File: config.mk
export PLATFORM = sky130hd
export DESIGN_NAME = time_sync_arbiter
export DESIGN_NICKNAME = d
export VERILOG_FILES = /design/src/rtl/time_sync_pkg.sv /design/src/rtl/time_sync_arbiter_rr.sv /design/src/rtl/time_sync_arbiter.sv
export SDC_FILE = /design/constraint.sdc
export NUM_CORES = 1
export LEC_CHECK = 0
export CAP_MARGIN = 20
export CORE_AREA = 2 2 287 289
export CTS_BUF_LIST = sky130_fd_sc_hd__clkbuf_2 sky130_fd_sc_hd__clkbuf_4 sky130_fd_sc_hd__clkbuf_8
export CTS_CLUSTER_DIAMETER = 60
export DETAILED_ROUTE_END_ITERATION = 6
export DIE_AREA = 0 0 289 291
export PLACE_DENSITY = 0.44
export RECOVER_POWER = 25
export SYNTH_ARGS = -nofsm -noshare
export SYNTH_HDL_FRONTEND = slang
export SYNTH_SLANG_ARGS = --single-unit
File: constraint.sdc
create_clock -name clk -period 12.3 [get_ports clk]
set_clock_uncertainty 0.1 [all_clocks]
set_input_delay 1.845 -clock clk [delete_from_list [all_inputs] [get_ports clk]]
set_output_delay 1.845 -clock clk [all_outputs]
set_load 0.01 [all_outputs]
File: src/rtl/time_sync_pkg.sv
// Shared types and constants for the time-sync arbiter.
//   TS_W / PKT_W : timestamp and packet widths
//   ts_pkt_t     : {payload, timestamp} packet layout
//   ofs_t        : default-width per-channel offset type
//   state_t      : output-slot state (EMPTY / FULL)
package time_sync_pkg;

    localparam int TS_W      = 64;
    localparam int PKT_W     = 128;
    localparam int OFS_W_DEF = 16;

    typedef struct packed {
        logic [63:0] payload;
        logic [63:0] ts;
    } ts_pkt_t;

    typedef logic [OFS_W_DEF-1:0] ofs_t;

    typedef enum logic {
        ST_EMPTY = 1'b0,
        ST_FULL  = 1'b1
    } state_t;

    // Timestamp correction; wraps modulo 2^64 without any flag.
    function automatic logic [TS_W-1:0] ts_adjust(input logic [TS_W-1:0] ts,
                                                  input logic [TS_W-1:0] ofs_ext);
        return ts + ofs_ext;
    endfunction

endpackage

File: src/rtl/time_sync_arbiter_rr.sv
// rr_arbiter: combinational round-robin picker.
//   req   : request vector, one bit per channel
//   last  : channel granted most recently (scan starts at last+1)
//   grant : one-hot grant
//   idx   : encoded index of the granted channel
//   any   : at least one request present
module rr_arbiter #(
    parameter int NUM_CH = 4,
    parameter int CH_W   = $clog2(NUM_CH)
) (
    input  logic [NUM_CH-1:0] req,
    input  logic [CH_W-1:0]   last,
    output logic [NUM_CH-1:0] grant,
    output logic [CH_W-1:0]   idx,
    output logic              any
);

    // Scan last+1, last+2, ... modulo NUM_CH and keep the first hit.
    always_comb begin : p_scan
        logic [CH_W-1:0] c;
        c     = '0;
        grant = '0;
        idx   = '0;
        any   = 1'b0;
        for (int i = 1; i <= NUM_CH; i++) begin
            c = CH_W'((int'(last) + i) % NUM_CH);
            if (!any && req[c]) begin
                any      = 1'b1;
                grant[c] = 1'b1;
                idx      = c;
            end else begin
                any = any;
            end
        end
    end

endmodule

File: src/rtl/time_sync_arbiter.sv
// time_sync_arbiter: round-robin sharing of one timestamp-offset path between
// NUM_CH sensor streams, feeding a single valid/ready output register.
//   clk, rst            : clock, synchronous active-high reset
//   req_data/valid/ready: per-channel 128-bit packets {payload, ts}
//   cfg_we/ch/offset    : per-channel offset programming
//   ref_time            : reference time for the lateness flag
//   out_*               : registered output slot (data, channel, flags)
// Optional: define TS_MONO_CHECK_EN to build per-channel timestamp
// regression detection driving out_mono_err; otherwise it is tied to 0.
module time_sync_arbiter
    import time_sync_pkg::*;
#(
    parameter int  NUM_CH = 4,
    parameter int  OFS_W  = 16,
    localparam int CH_W   = $clog2(NUM_CH)
) (
    input  logic                    clk,
    input  logic                    rst,
    input  logic [NUM_CH*PKT_W-1:0] req_data,
    input  logic [NUM_CH-1:0]       req_valid,
    output logic [NUM_CH-1:0]       req_ready,
    input  logic                    cfg_we,
    input  logic [CH_W-1:0]         cfg_ch,
    input  logic [OFS_W-1:0]        cfg_offset,
    input  logic [TS_W-1:0]         ref_time,
    output logic [PKT_W-1:0]        out_data,
    output logic [CH_W-1:0]         out_ch,
    output logic                    out_late,
    output logic                    out_mono_err,
    output logic                    out_valid,
    input  logic                    out_ready
);

    state_t              state_r, state_n;
    logic [CH_W-1:0]     last_grant_r;
    logic [OFS_W-1:0]    ofs_r [NUM_CH];
    logic [NUM_CH-1:0]   grant_s;
    logic [CH_W-1:0]     idx_s;
    logic                any_s;
    logic                slot_free_s;
    logic                capture_s;
    logic                cfg_hit_s;
    ts_pkt_t             sel_pkt_s;
    logic [TS_W-1:0]     adjusted_s;
    logic                late_s;
    logic                mono_s;

    rr_arbiter #(.NUM_CH(NUM_CH), .CH_W(CH_W)) u_rr (
        .req   (req_valid),
        .last  (last_grant_r),
        .grant (grant_s),
        .idx   (idx_s),
        .any   (any_s)
    );

    assign slot_free_s = (state_r == ST_EMPTY) || out_ready;
    assign capture_s   = slot_free_s && any_s && !rst;
    assign cfg_hit_s   = cfg_we && ({1'b0, cfg_ch} < (CH_W+1)'(NUM_CH));
    assign out_valid   = (state_r == ST_FULL);

    // Accept strobe: only the granted channel, only when the slot can take it.
    always_comb begin
        req_ready = '0;
        if (capture_s) begin
            req_ready = grant_s;
        end else begin
            req_ready = '0;
        end
    end

    // Packet mux and timestamp correction for the granted channel.
    always_comb begin
        sel_pkt_s = '0;
        for (int i = 0; i < NUM_CH; i++) begin
            if (idx_s == CH_W'(i)) begin
                sel_pkt_s = req_data[i*PKT_W +: PKT_W];
            end else begin
                sel_pkt_s = sel_pkt_s;
            end
        end
    end

    assign adjusted_s = ts_adjust(sel_pkt_s.ts, {{(TS_W-OFS_W){1'b0}}, ofs_r[idx_s]});
    assign late_s     = (adjusted_s < ref_time);

    // Output-slot next state.
    always_comb begin
        state_n = state_r;
        case (state_r)
            ST_EMPTY: begin
                if (capture_s) state_n = ST_FULL;
                else           state_n = ST_EMPTY;
            end
            ST_FULL: begin
                if (out_ready && !capture_s) state_n = ST_EMPTY;
                else                         state_n = ST_FULL;
            end
            default: state_n = ST_EMPTY;
        endcase
    end

    // State, arbitration pointer and output register.
    always_ff @(posedge clk) begin
        if (rst) begin
            state_r      <= ST_EMPTY;
            last_grant_r <= CH_W'(NUM_CH - 1);
            out_data     <= '0;
            out_ch       <= '0;
            out_late     <= 1'b0;
        end else begin
            state_r <= state_n;
            if (capture_s) begin
                last_grant_r <= idx_s;
                out_data     <= {sel_pkt_s.payload, adjusted_s};
                out_ch       <= idx_s;
                out_late     <= late_s;
            end
        end
    end

    // Offset table; a same-cycle capture reads the pre-write value.
    always_ff @(posedge clk) begin
        if (rst) begin
            for (int i = 0; i < NUM_CH; i++) ofs_r[i] <= '0;
        end else if (cfg_hit_s) begin
            ofs_r[cfg_ch] <= cfg_offset;
        end
    end

`ifdef TS_MONO_CHECK_EN
    logic [TS_W-1:0]   last_ts_r [NUM_CH];
    logic [NUM_CH-1:0] seen_r;

    assign mono_s = seen_r[idx_s] && (adjusted_s < last_ts_r[idx_s]);

    // Per-channel history; reprogramming a channel restarts its history,
    // taking precedence over a capture in the same cycle.
    always_ff @(posedge clk) begin
        if (rst) begin
            seen_r       <= '0;
            out_mono_err <= 1'b0;
            for (int i = 0; i < NUM_CH; i++) last_ts_r[i] <= '0;
        end else begin
            if (capture_s) begin
                last_ts_r[idx_s] <= adjusted_s;
                seen_r[idx_s]    <= 1'b1;
                out_mono_err     <= mono_s;
            end
            if (cfg_hit_s) begin
                seen_r[cfg_ch] <= 1'b0;
            end
        end
    end
`else
    assign mono_s       = 1'b0;
    assign out_mono_err = mono_s;
`endif

endmodule

; Word-level counts from Yosys, hierarchy flattened
; Memory sizes are Yosys's and may differ from the RTL's.
; Index checks and enable logic that the tools add are counted.
[op_classes]
n_addsub = 5
n_lt_le_gt_ge = 9
eq_ne = 3
muxes = 44
bitwise_logic = 4
n_reduce_logical = 18
[op_table]
columns = op, n
row1 = 128-bit 2-to-1 mux, 4
row2 = 64-bit by 16-bit adder with 64-bit output, 1
row3 = 64-bit less-than comparator, 1
row4 = 1-bit 2-to-1 mux, 20
row5 = 4-bit 2-to-1 mux, 5
row6 = 16-bit 2-to-1 mux, 1
row7 = 16-bit OR reduction, 1
row8 = 2-bit by 3-bit less-than comparator with 1-bit output (second input constant), 4
row9 = 4-bit OR, 3
row10 = 1-bit logical AND, 10
row11 = 2-bit 2-to-1 mux, 5
row12 = 1-bit binary-select mux with 2-bit select, 4
row13 = 1-bit demux with 2-bit select, 4
row14 = 2-bit by 1-bit >= comparator with 1-bit output (second input constant), 4
row15 = 1-bit logical NOT, 5
row16 = 2-bit by 1-bit adder with 2-bit output (second input constant), 2
row17 = 2-bit adder (second input constant), 2
row18 = 2-bit equality test (second input constant), 2
row19 = 2-bit by 1-bit equality test with 1-bit output (second input constant), 1
row20 = 2-bit logical NOT, 1
row21 = 1-bit case mux with 2 select lines, 1
row22 = 1-bit logical OR, 1
row23 = 1-bit inverter, 1
[totals]
reg_bits = 134
ramBits = 64
inputBits = 602
out_inout_bits = 137
elab_cells = 89
memories = 1
[memory_table]
columns = memory, words, word_bits, read_ports, rd_clocked_by_memory_dff, wr, line_no
row1 = ofs_r, 4, 16, 1, 0, 4, time_sync_arbiter.sv:36  ; logic [OFS_W-1:0] ofs_r [NUM_CH];

; Longest topological paths before layout
[logic_depth]
ltp_word = 20
depth_mapped = 44
mapped_depth_nobuf = 33

; By module
; Synthesis repeated with hierarchy kept, for this count alone.
[unflattened]
hier_cells = 1382
area_unflattened_um2 = 14642.8
[modules_own_cells]
columns = mod, n_inst, cells_per_inst, area_per_inst_um2
row1 = time_sync_arbiter, 1, 1296, 14013.4
row2 = rr_arbiter, 1, 86, 629.4

; Least setup slack after synthesis
; No wires, ideal clock.
[synth_timing]
kind = input to register
start = input port req_valid[2]
end = register out_late
setup_ns = 0.074
arrival_time_ns = 9.155
slack_ns = 2.971
stages = 38
path_cell_list = buf_2 mux4_2 inv_1 o21ai_1 o21ai_2 buf_4 buf_4 buf_6 buf_2 buf_2 buf_2 buf_2 buf_1 nand2_1 a31oi_1 ha_1 inv_1 fa_1 (+2 left out) a21oi_1 o31ai_1 a21boi_0 nor2_1 nor3b_1 nand4_1 or4_1 and2_1 ha_1 a21o_1 a21o_1 a21o_1 a21oi_1 nor2b_1 o21ai_0 o211ai_1 a22o_1 a31oi_1
[synth_between]
elab_chain_cells = 19
word_cells_on_any_way = 35
cone_classes = add/sub: 1 / order compare: 1 / eq/ne: 3 / mux: 20 / reduce/logical: 9 / memory: 1
[synth_lines]
columns = element, line_no
row1 = start: declaration, time_sync_arbiter.sv:20  ; input logic [NUM_CH-1:0] req_valid,
row2 = 1-bit binary-select mux with 2-bit select, time_sync_arbiter_rr.sv:27  ; if (!any && req[c]) begin
row3 = 1-bit 2-to-1 mux (implied by the code), time_sync_arbiter_rr.sv:27
row4 = 1-bit 2-to-1 mux, time_sync_arbiter_rr.sv:27
row5 = 1-bit logical NOT, time_sync_arbiter_rr.sv:27
row6 = 1-bit logical AND, time_sync_arbiter_rr.sv:27
row7 = 1-bit 2-to-1 mux, time_sync_arbiter_rr.sv:27
row8 = 1-bit logical NOT, time_sync_arbiter_rr.sv:27
row9 = 1-bit logical AND, time_sync_arbiter_rr.sv:27
row10 = 1-bit 2-to-1 mux, time_sync_arbiter_rr.sv:27
row11 = 1-bit logical NOT, time_sync_arbiter_rr.sv:27
row12 = 1-bit logical AND, time_sync_arbiter_rr.sv:27
row13 = 2-bit 2-to-1 mux (*), time_sync_arbiter_rr.sv:27
row14 = 2-bit logical NOT, time_sync_arbiter.sv:75  ; if (idx_s == CH_W'(i)) begin
row15 = 128-bit 2-to-1 mux (4 in a row), time_sync_arbiter.sv:75
row16 = 64-bit by 16-bit adder with 64-bit output (*), time_sync_pkg.sv:27  ; return ts + ofs_ext;
row17 = net adjusted_s[58], time_sync_arbiter.sv:44  ; logic [TS_W-1:0] adjusted_s;
row18 = 64-bit less-than comparator (*), time_sync_arbiter.sv:84  ; assign late_s = (adjusted_s < ref_time);
row19 = end signal: assignment, time_sync_arbiter.sv:116  ; out_late <= late_s;
row20 = end: declaration, time_sync_arbiter.sv:28  ; output logic out_late,
; Mark *: on every way through the listed nets, which the timed path passes. The rest lies on a longest branch. The select of a mux whose other input is x is not followed.
; A chain may end at the register's enable or synchronous reset.

; Worst setup path after layout
[layout_timing]
start = input port req_valid[1]
end = register out_late
; Same word-level chain as after synthesis.

==> results.md <==
STA:
- Subtracting the final worst setup slack from the clock period gives 10.06 ns.
- The worst pin sits at a relative slew slack of -94.9%.
- For this run, the top clock speed supported by timing is 99.4 MHz.
- The number of failing hold endpoints at the final stage is 0.
- The final worst-path setup slack is 2.24 ns.
- The final-report max-slew violation count is 58.
- The post-route setup TNS is 0 ns.
- The final critical-path share of the clock period is 81.8%.
- On the final layout, the worst hold slack is 0.364 ns.
- The transition time of the tightest slew-check pin is 2.92 ns.
- The setup-violating endpoint count in the final report is 0.
- Setup repair after global routing left no endpoint under its margin.

Global routing:
- The initial antenna violation count is 16.
- The global route total overflow is 0.
- The maximum number of pins on one net before global-route repair is 153.
- The first global-routing pass estimated 129,000 um of wire.
- Across every metal layer, demand over resource in global routing totals 20.8%.
- The via count of the first global-routing pass is 18,800.

Yosys:
- Of all flip-flops after synthesis, the portion carrying an async set or reset was 0%.
- Summing every instance area after synthesis gives 0.0165 mm^2.
- For this run, the register share of the synthesized area comes to 28.0%.
- The mean instance size in the synthesized netlist is 7.24 um^2.
- Counting flops with a built-in enable in the synthesized netlist gives 64.
- After synthesis, the cell types taking the most area are sky130_fd_sc_hd__dfxtp_1, sky130_fd_sc_hd__nand2_1, sky130_fd_sc_hd__edfxtp_1, sky130_fd_sc_hd__ha_1, sky130_fd_sc_hd__and3_1.
- When the netlist entered floorplanning its net count stood at 2,962.
- The count of different cell masters after synthesis is 70.
- The area share of the leading cell type in the synthesized netlist is 16.3%.
- The synthesized design spends more area on one cell type than any other, namely sky130_fd_sc_hd__dfxtp_1.
- The Yosys step of the flow raised 0 warnings.
- The most used flip-flop cell after synthesis is sky130_fd_sc_hd__dfxtp_1.
- Synthesis handed over a netlist of 2,272 instances.
- The flip-flop and latch count after synthesis is 198.

Setup path:
- The required time of the worst setup path is 12.71 ns.
- Along the worst path, the maximum fanout reaches 67.
- STA puts the critical path data arrival time at 10.48 ns.
- The number of buffer and inverter stages on the critical path is 4.
- STA classifies the critical path endpoint as a flop.
- The kind of cell with the highest combined delay on the critical path is compound AO/OA/AOI/OAI gates.
- The critical path is of the in2reg type.
- The worst stage delay on the critical path is 0.73 ns.
- The setup slack of the worst register-to-register path is 2.76 ns.
- The slowest cell on the critical path is sky130_fd_sc_hd__nor3b_1.
- The kind of start point of the critical path is an input pin.

Drt:
- The first-pass iteration count of the detailed router is 7.
- For this block, the via count after detailed routing is 19,200.
- The post-route antenna net violation count is 0.
- Dividing the detail-routed wire length by the instance count gives 23.0 um.
- The post-detailed-route via-to-cell ratio is 4.82.
- The iteration-0 DRC count of the detailed router is 1,046.
- The remaining design rule violation count is 3.
- The total detailed-routing wirelength is 91,900 um.

Placement:
- The placed cell count is 3,951.
- The minimum setup slack after placement is 1.74 ns.
- Detailed placement finished with a half-perimeter wire length of 72,200 um.
- Routability-driven placement finished with a final weighted congestion of 0.966.
- The total of buffers placed on input and output ports is 737.

Die:
- The die covers 0.0841 mm^2.
- From bottom edge to top edge, the die measures 291 um.
- The floorplan has 105 rows.
- The die is 289 um wide.
- The initial core utilization is 20.3%.
- In this run the count of I/O pins placed on the die edge is 739.
- In this run the standard cell core region covers 0.0812 mm^2.

Layout:
- The final standard cell count with taps included and fillers excluded is 3,994.
- The number of nets in the finished design is 3,591.
- The area growth from synthesis to final layout is 53.7%.
- In the final layout, the share of cells above drive strength 1 is 3.74%.

Pwr:
- The combinational share of power is 70.5%.
- In this run the power density over the cells is 194 mW/mm^2.
- The portion of total power attributed to the clock network is 10.7%.
- The maximum vdd ir drop is 0.120 mV.
- The total power of the final layout is 0.00491 W.
- The internal power is 0.00244 W.
- Summed over all cells, the static leakage comes to 10.5 nW.
- The net switching power of the design is 0.00247 W.
- The switching share of total power is 50.4%.
- The sequential share of power is 18.8%.

Clock network:
- In this run, CTS created clock tree buffers numbering 17.
- The count of cells resized by post-cts repair is 0.
- The deepest clock path buffer count is 2.
- The number of buffers inserted by hold repair at cts is 0.
- Clock latency on the worst-skew pair, taken at its later pin, is 0.60 ns.
- The number of H-tree levels is 4.
- The post-CTS setup buffer count is 0.
- The CTS clock-pin slew for the worst setup and hold paths is 0.13 ns.
- The buffer cell driving the clock tree root is sky130_fd_sc_hd__clkbuf_8.
- The clock net in this run drives a total of 198 sinks.
- The clock tree from TritonCTS is done.

Outcome:
- The run finished, with violations left.
- The final reports fail on DRC, capacitance limit, slew limit.

Run:
- The tool flagged a number of max-cap violations equal to 2.

Hold path:
- The worst hold path belongs to the class reg2reg.
[synth_stat cells, types with 3 or more instances]
library cell	number
sky130_fd_sc_hd__nor4_1	7
sky130_fd_sc_hd__a211oi_1	17
sky130_fd_sc_hd__buf_1	13
sky130_fd_sc_hd__edfxtp_1	64
sky130_fd_sc_hd__mux2i_1	70
sky130_fd_sc_hd__mux4_2	3
sky130_fd_sc_hd__or2_2	15
sky130_fd_sc_hd__clkbuf_1	108
sky130_fd_sc_hd__nor2b_1	8
sky130_fd_sc_hd__and2_1	68
sky130_fd_sc_hd__a22o_1	20
sky130_fd_sc_hd__nor2_1	173
sky130_fd_sc_hd__o21bai_1	4
sky130_fd_sc_hd__o211ai_1	9
sky130_fd_sc_hd__o41ai_1	3
sky130_fd_sc_hd__buf_6	3
sky130_fd_sc_hd__a21o_1	57
sky130_fd_sc_hd__or3_1	6
sky130_fd_sc_hd__nand3_1	113
sky130_fd_sc_hd__nand4_1	37
sky130_fd_sc_hd__mux2_2	14
sky130_fd_sc_hd__a32o_1	7
sky130_fd_sc_hd__nand2b_1	4
sky130_fd_sc_hd__o21a_1	4
sky130_fd_sc_hd__xnor2_1	37
sky130_fd_sc_hd__nand3b_1	6
sky130_fd_sc_hd__and3_1	124
sky130_fd_sc_hd__a311oi_1	60
sky130_fd_sc_hd__xor2_1	20
sky130_fd_sc_hd__nor3b_1	7
sky130_fd_sc_hd__ha_1	87
sky130_fd_sc_hd__or4_1	8
sky130_fd_sc_hd__inv_1	79
sky130_fd_sc_hd__buf_4	5
sky130_fd_sc_hd__buf_2	34
sky130_fd_sc_hd__dfxtp_1	134
sky130_fd_sc_hd__nand2_1	559
sky130_fd_sc_hd__a21oi_1	105
sky130_fd_sc_hd__a31oi_1	54
sky130_fd_sc_hd__o21ai_0	52
sky130_fd_sc_hd__nor3_1	28
sky130_fd_sc_hd__a222oi_1	4
sky130_fd_sc_hd__o31ai_1	4
[final cells by class]
cell class	count	area, um^2
Timing Repair Buffer	773	7650
Multi-Input combinational cell	1832	10900
Sequential cell	198	4600
Tap cell	1070	1340
Clock buffer	17	234
Fill cell	8606	55900
Antenna cell	10	25.0
Clock inverter	15	226
Inverter	79	297
[flip-flops by register name, indices dropped and copies added, names as in the netlist]
name          flops
out_valid         1
out_data        128
out_ch            2
last_grant_r      2
out_late          1
ofs_r            64
[per-stage QoR]
step / util [%] / instance area (um^2)
final: 31.1 / 25300
after global routing: 31.1 / 25300
after CTS: 31.1 / 25300
after detailed placement: 30.6 / 24800
after global placement: 30.6 / 24800
after floorplan: - / 16500
[per-layer routing]
layer	routed length [um]	track usage, %	vias to the layer above
li1	-	-	9268
met1	37100	24.6	9104
met2	45600	36.5	754
met3	6420	4.69	104
met4	2750	7.38	10
met5	57	0	-
[logic make-up (layout without fill, tap and decap cells)]
family	after synthesis	in the layout	synth area share, %
XOR/XNOR	57	57	3.03
AND/OR/NAND/NOR	1172	1172	32.8
adder cells (fa/ha/maj)	88	88	6.74
flip-flops	198	198	28.0
multiplexers	87	87	5.63
buffers and inverters	242	884	6.03
other	1	11	0.0228
AO/OA/AOI/OAI	427	427	17.8
[final timing paths]
path,depth (start not counted),endpoint,startpoint
worst min-delay path,2,out_data[0]$_SDFFE_PP0P_,out_data[0]$_SDFFE_PP0P_
worst max-delay path,32,out_late$_SDFFE_PP0P_,req_valid[1]
worst min register to register,2,out_data[0]$_SDFFE_PP0P_,out_data[0]$_SDFFE_PP0P_
worst max register to register,33,out_late$_SDFFE_PP0P_,last_grant_r[0]$_SDFFE_PP1P_
[tightest hold or removal path: stages (launching register included)]
cell	delay [ns]
sky130_fd_sc_hd__dfxtp_1	0.33
sky130_fd_sc_hd__nand3_1	0.06
sky130_fd_sc_hd__nand2_1	0.05
[power groups by stage]
stage	clock, W	sequential, W	combinational [W]
finish	0.000527	0.000922	0.00346
global route	0.000570	0.000938	0.00380
CTS	0.000555	0.000925	0.00349
detailed placement	0	0.000937	0.00347
global placement	0	0.000937	0.00345
floorplan	0	0.000968	0.00209
[placed cells by master (no fill, tap or decap), types with 37 or more instances in the layout]
cell type                         netlist  layout
sky130_fd_sc_hd__clkdlybuf4s50_1        0     711
sky130_fd_sc_hd__nand2_1              559     559
sky130_fd_sc_hd__nor2_1               173     172
sky130_fd_sc_hd__dfxtp_1              134     134
sky130_fd_sc_hd__and3_1               124     124
sky130_fd_sc_hd__nand3_1              113     113
sky130_fd_sc_hd__a21oi_1              105     105
sky130_fd_sc_hd__ha_1                  87      87
sky130_fd_sc_hd__inv_1                 79      79
sky130_fd_sc_hd__mux2i_1               70      70
sky130_fd_sc_hd__edfxtp_1              64      64
sky130_fd_sc_hd__a311oi_1              60      60
sky130_fd_sc_hd__a21o_1                57      57
sky130_fd_sc_hd__a31oi_1               54      54
sky130_fd_sc_hd__o21ai_0               52      52
sky130_fd_sc_hd__xnor2_1               37      37
sky130_fd_sc_hd__nand4_1               37      37
Note: power is estimated with default switching activity, not from simulation.
==> RTL edit: new RTL, config.mk and constraints unchanged <==
Add a define of `TS_MONO_CHECK_EN`.
--- a/src/rtl/time_sync_arbiter.sv
+++ b/src/rtl/time_sync_arbiter.sv
@@ -9,2 +9,4 @@
 // regression detection driving out_mono_err; otherwise it is tied to 0.
+`define TS_MONO_CHECK_EN
+
 module time_sync_arbiter
Behaviour: not the same (a bounded check fails within 4 cycles, from zero or initial values and one cycle with rst high).
==> RTL edit against the unedited design <==
Sequential cell count grew 261. Cell area grew 55%. Worst setup slack gained 0.076 ns. Die area is the same. Routed wire length grew 54%. Critical path depth is the same. Power grew 120%. Area after synthesis grew 76%. Largest cell class unchanged. Highest routed layer unchanged.
==> RTL edit: results (changes against the unedited design) <==
Detailed routing
The routed length on met1 is 57800 um (was 37100 um). The wire length reported by the detailed router came to 141000 um (was 91900 um). The number of DRC markers after the initial detailed-route iteration is 2385 (was 1046). The total iterations of the first detailed-routing run is 6 (was 7).

The detailed route wirelength on metal2 was 65200 um (was 45600 um).

Hold path
The capture endpoint of the worst hold path is out_data[10]$_SDFFE_PP0P_ (was out_data[0]$_SDFFE_PP0P_). The critical hold path startpoint is out_data[10]$_SDFFE_PP0P_ (was out_data[0]$_SDFFE_PP0P_).

Critical path
The destination of the worst register-to-register timing path is out_mono_err$_SDFFE_PP0P_ (was out_late$_SDFFE_PP0P_). The cell with the biggest individual delay on the critical path is dlygate4sd3_1 (was nor3b_1). The maximum single-stage delay on the critical path came to 0.68 ns (was 0.73 ns).

Placement
The standard cell area after detailed placement is 37200 um^2 (was 24800 um^2). The half-perimeter wire length after detailed placement is 106000 um (was 72200 um). The number of port buffers is 738 (was 737). The worst-case setup slack after placement was 1.76 ns (was 1.74 ns).

Pwr
The power of the sequential group is 2.32 mW (was 0.922 mW). The largest vdd supply drop is 177 uV (was 120 uV). The share of power burned in registers is 21.7% (was 18.8%).

GRT
The total track usage was 32.7% (was 20.8%). The via count of the first global-routing pass is 28400 (was 18800). The wire length of the first global-routing pass is 200000 um (was 129000 um). The met1 usage in global routing is 41.6% (was 24.6%). The number of antenna violations at the first check in global routing is 52 (was 16).

STA
The post-route minimum period is 9.99 ns (was 10.06 ns). The worst hold slack after final layout came to 0.344 ns (was 0.364 ns). The transition time at the pin with the least slew margin was 1.32 ns (was 2.92 ns).

Cells and area
The post-layout instance count excluding filler cells is 5382 (was 3994). Leading registers by flop count: last_ts_r: 256 flops, out_data: 128 flops, ofs_r: 64 flops (was out_data: 128 flops, ofs_r: 64 flops). The share of layout cells above drive strength 1 is 6.05% (was 3.74%).

Synthesis
The number of flops mapped to enable cells by yosys is 320 (was 64). The gate count of the mapped netlist is 3570 (was 2272). Cell types with the largest area share after synthesis: edfxtp_1 33%, nand2_1 13%, dfxtp_1 9.6%, ha_1 6.5%, nand3_1 6.4% (was dfxtp_1 16%, nand2_1 13%, edfxtp_1 12%, ha_1 6.6%, and3_1 4.7%). The share of the yosys chip area belonging to registers was 42.8% (was 28.0%). The most instantiated flip-flop cell in the synthesis netlist is edfxtp_1 (was dfxtp_1).

Run status
Result of the run: finished, final reports clean (was finished, violations left).

CTS
The clock-pin transition on the worst setup and hold timing paths came to 0.07 ns (was 0.13 ns). The maximum count of clock buffers along a single path came to 3 (was 2).
-- RTL edit: final cells by class --
cell class / count / area, um^2 / area share (%)
antenna: 31 / 77.6 / 0.198
clock buffer: 127 / 1580 / 4.03
clock inverter: 34 / 310 / 0.792
inverter: 165 / 619 / 1.58
multi-input combinational: 2713 / 15100 / 38.5
sequential: 459 / 12400 / 31.6
tap: 1070 / 1340 / 3.42
timing repair buffer: 783 / 7790 / 19.9
-- RTL edit: cells by family (layout without fill, tap and decap cells) --
logic type | count (synthesis) | count (layout) | synth area share, %
adder cells (fa/ha/maj) | 151 | 151 | 6.54
buffers and inverters | 398 | 1109 | 5.60
AO/OA/AOI/OAI | 454 | 454 | 10.5
other | 0 | 31 | 0
AND/OR/NAND/NOR | 1974 | 1974 | 29.9
flip-flops | 459 | 459 | 42.8
multiplexers | 79 | 79 | 3.04
XOR/XNOR | 55 | 55 | 1.69
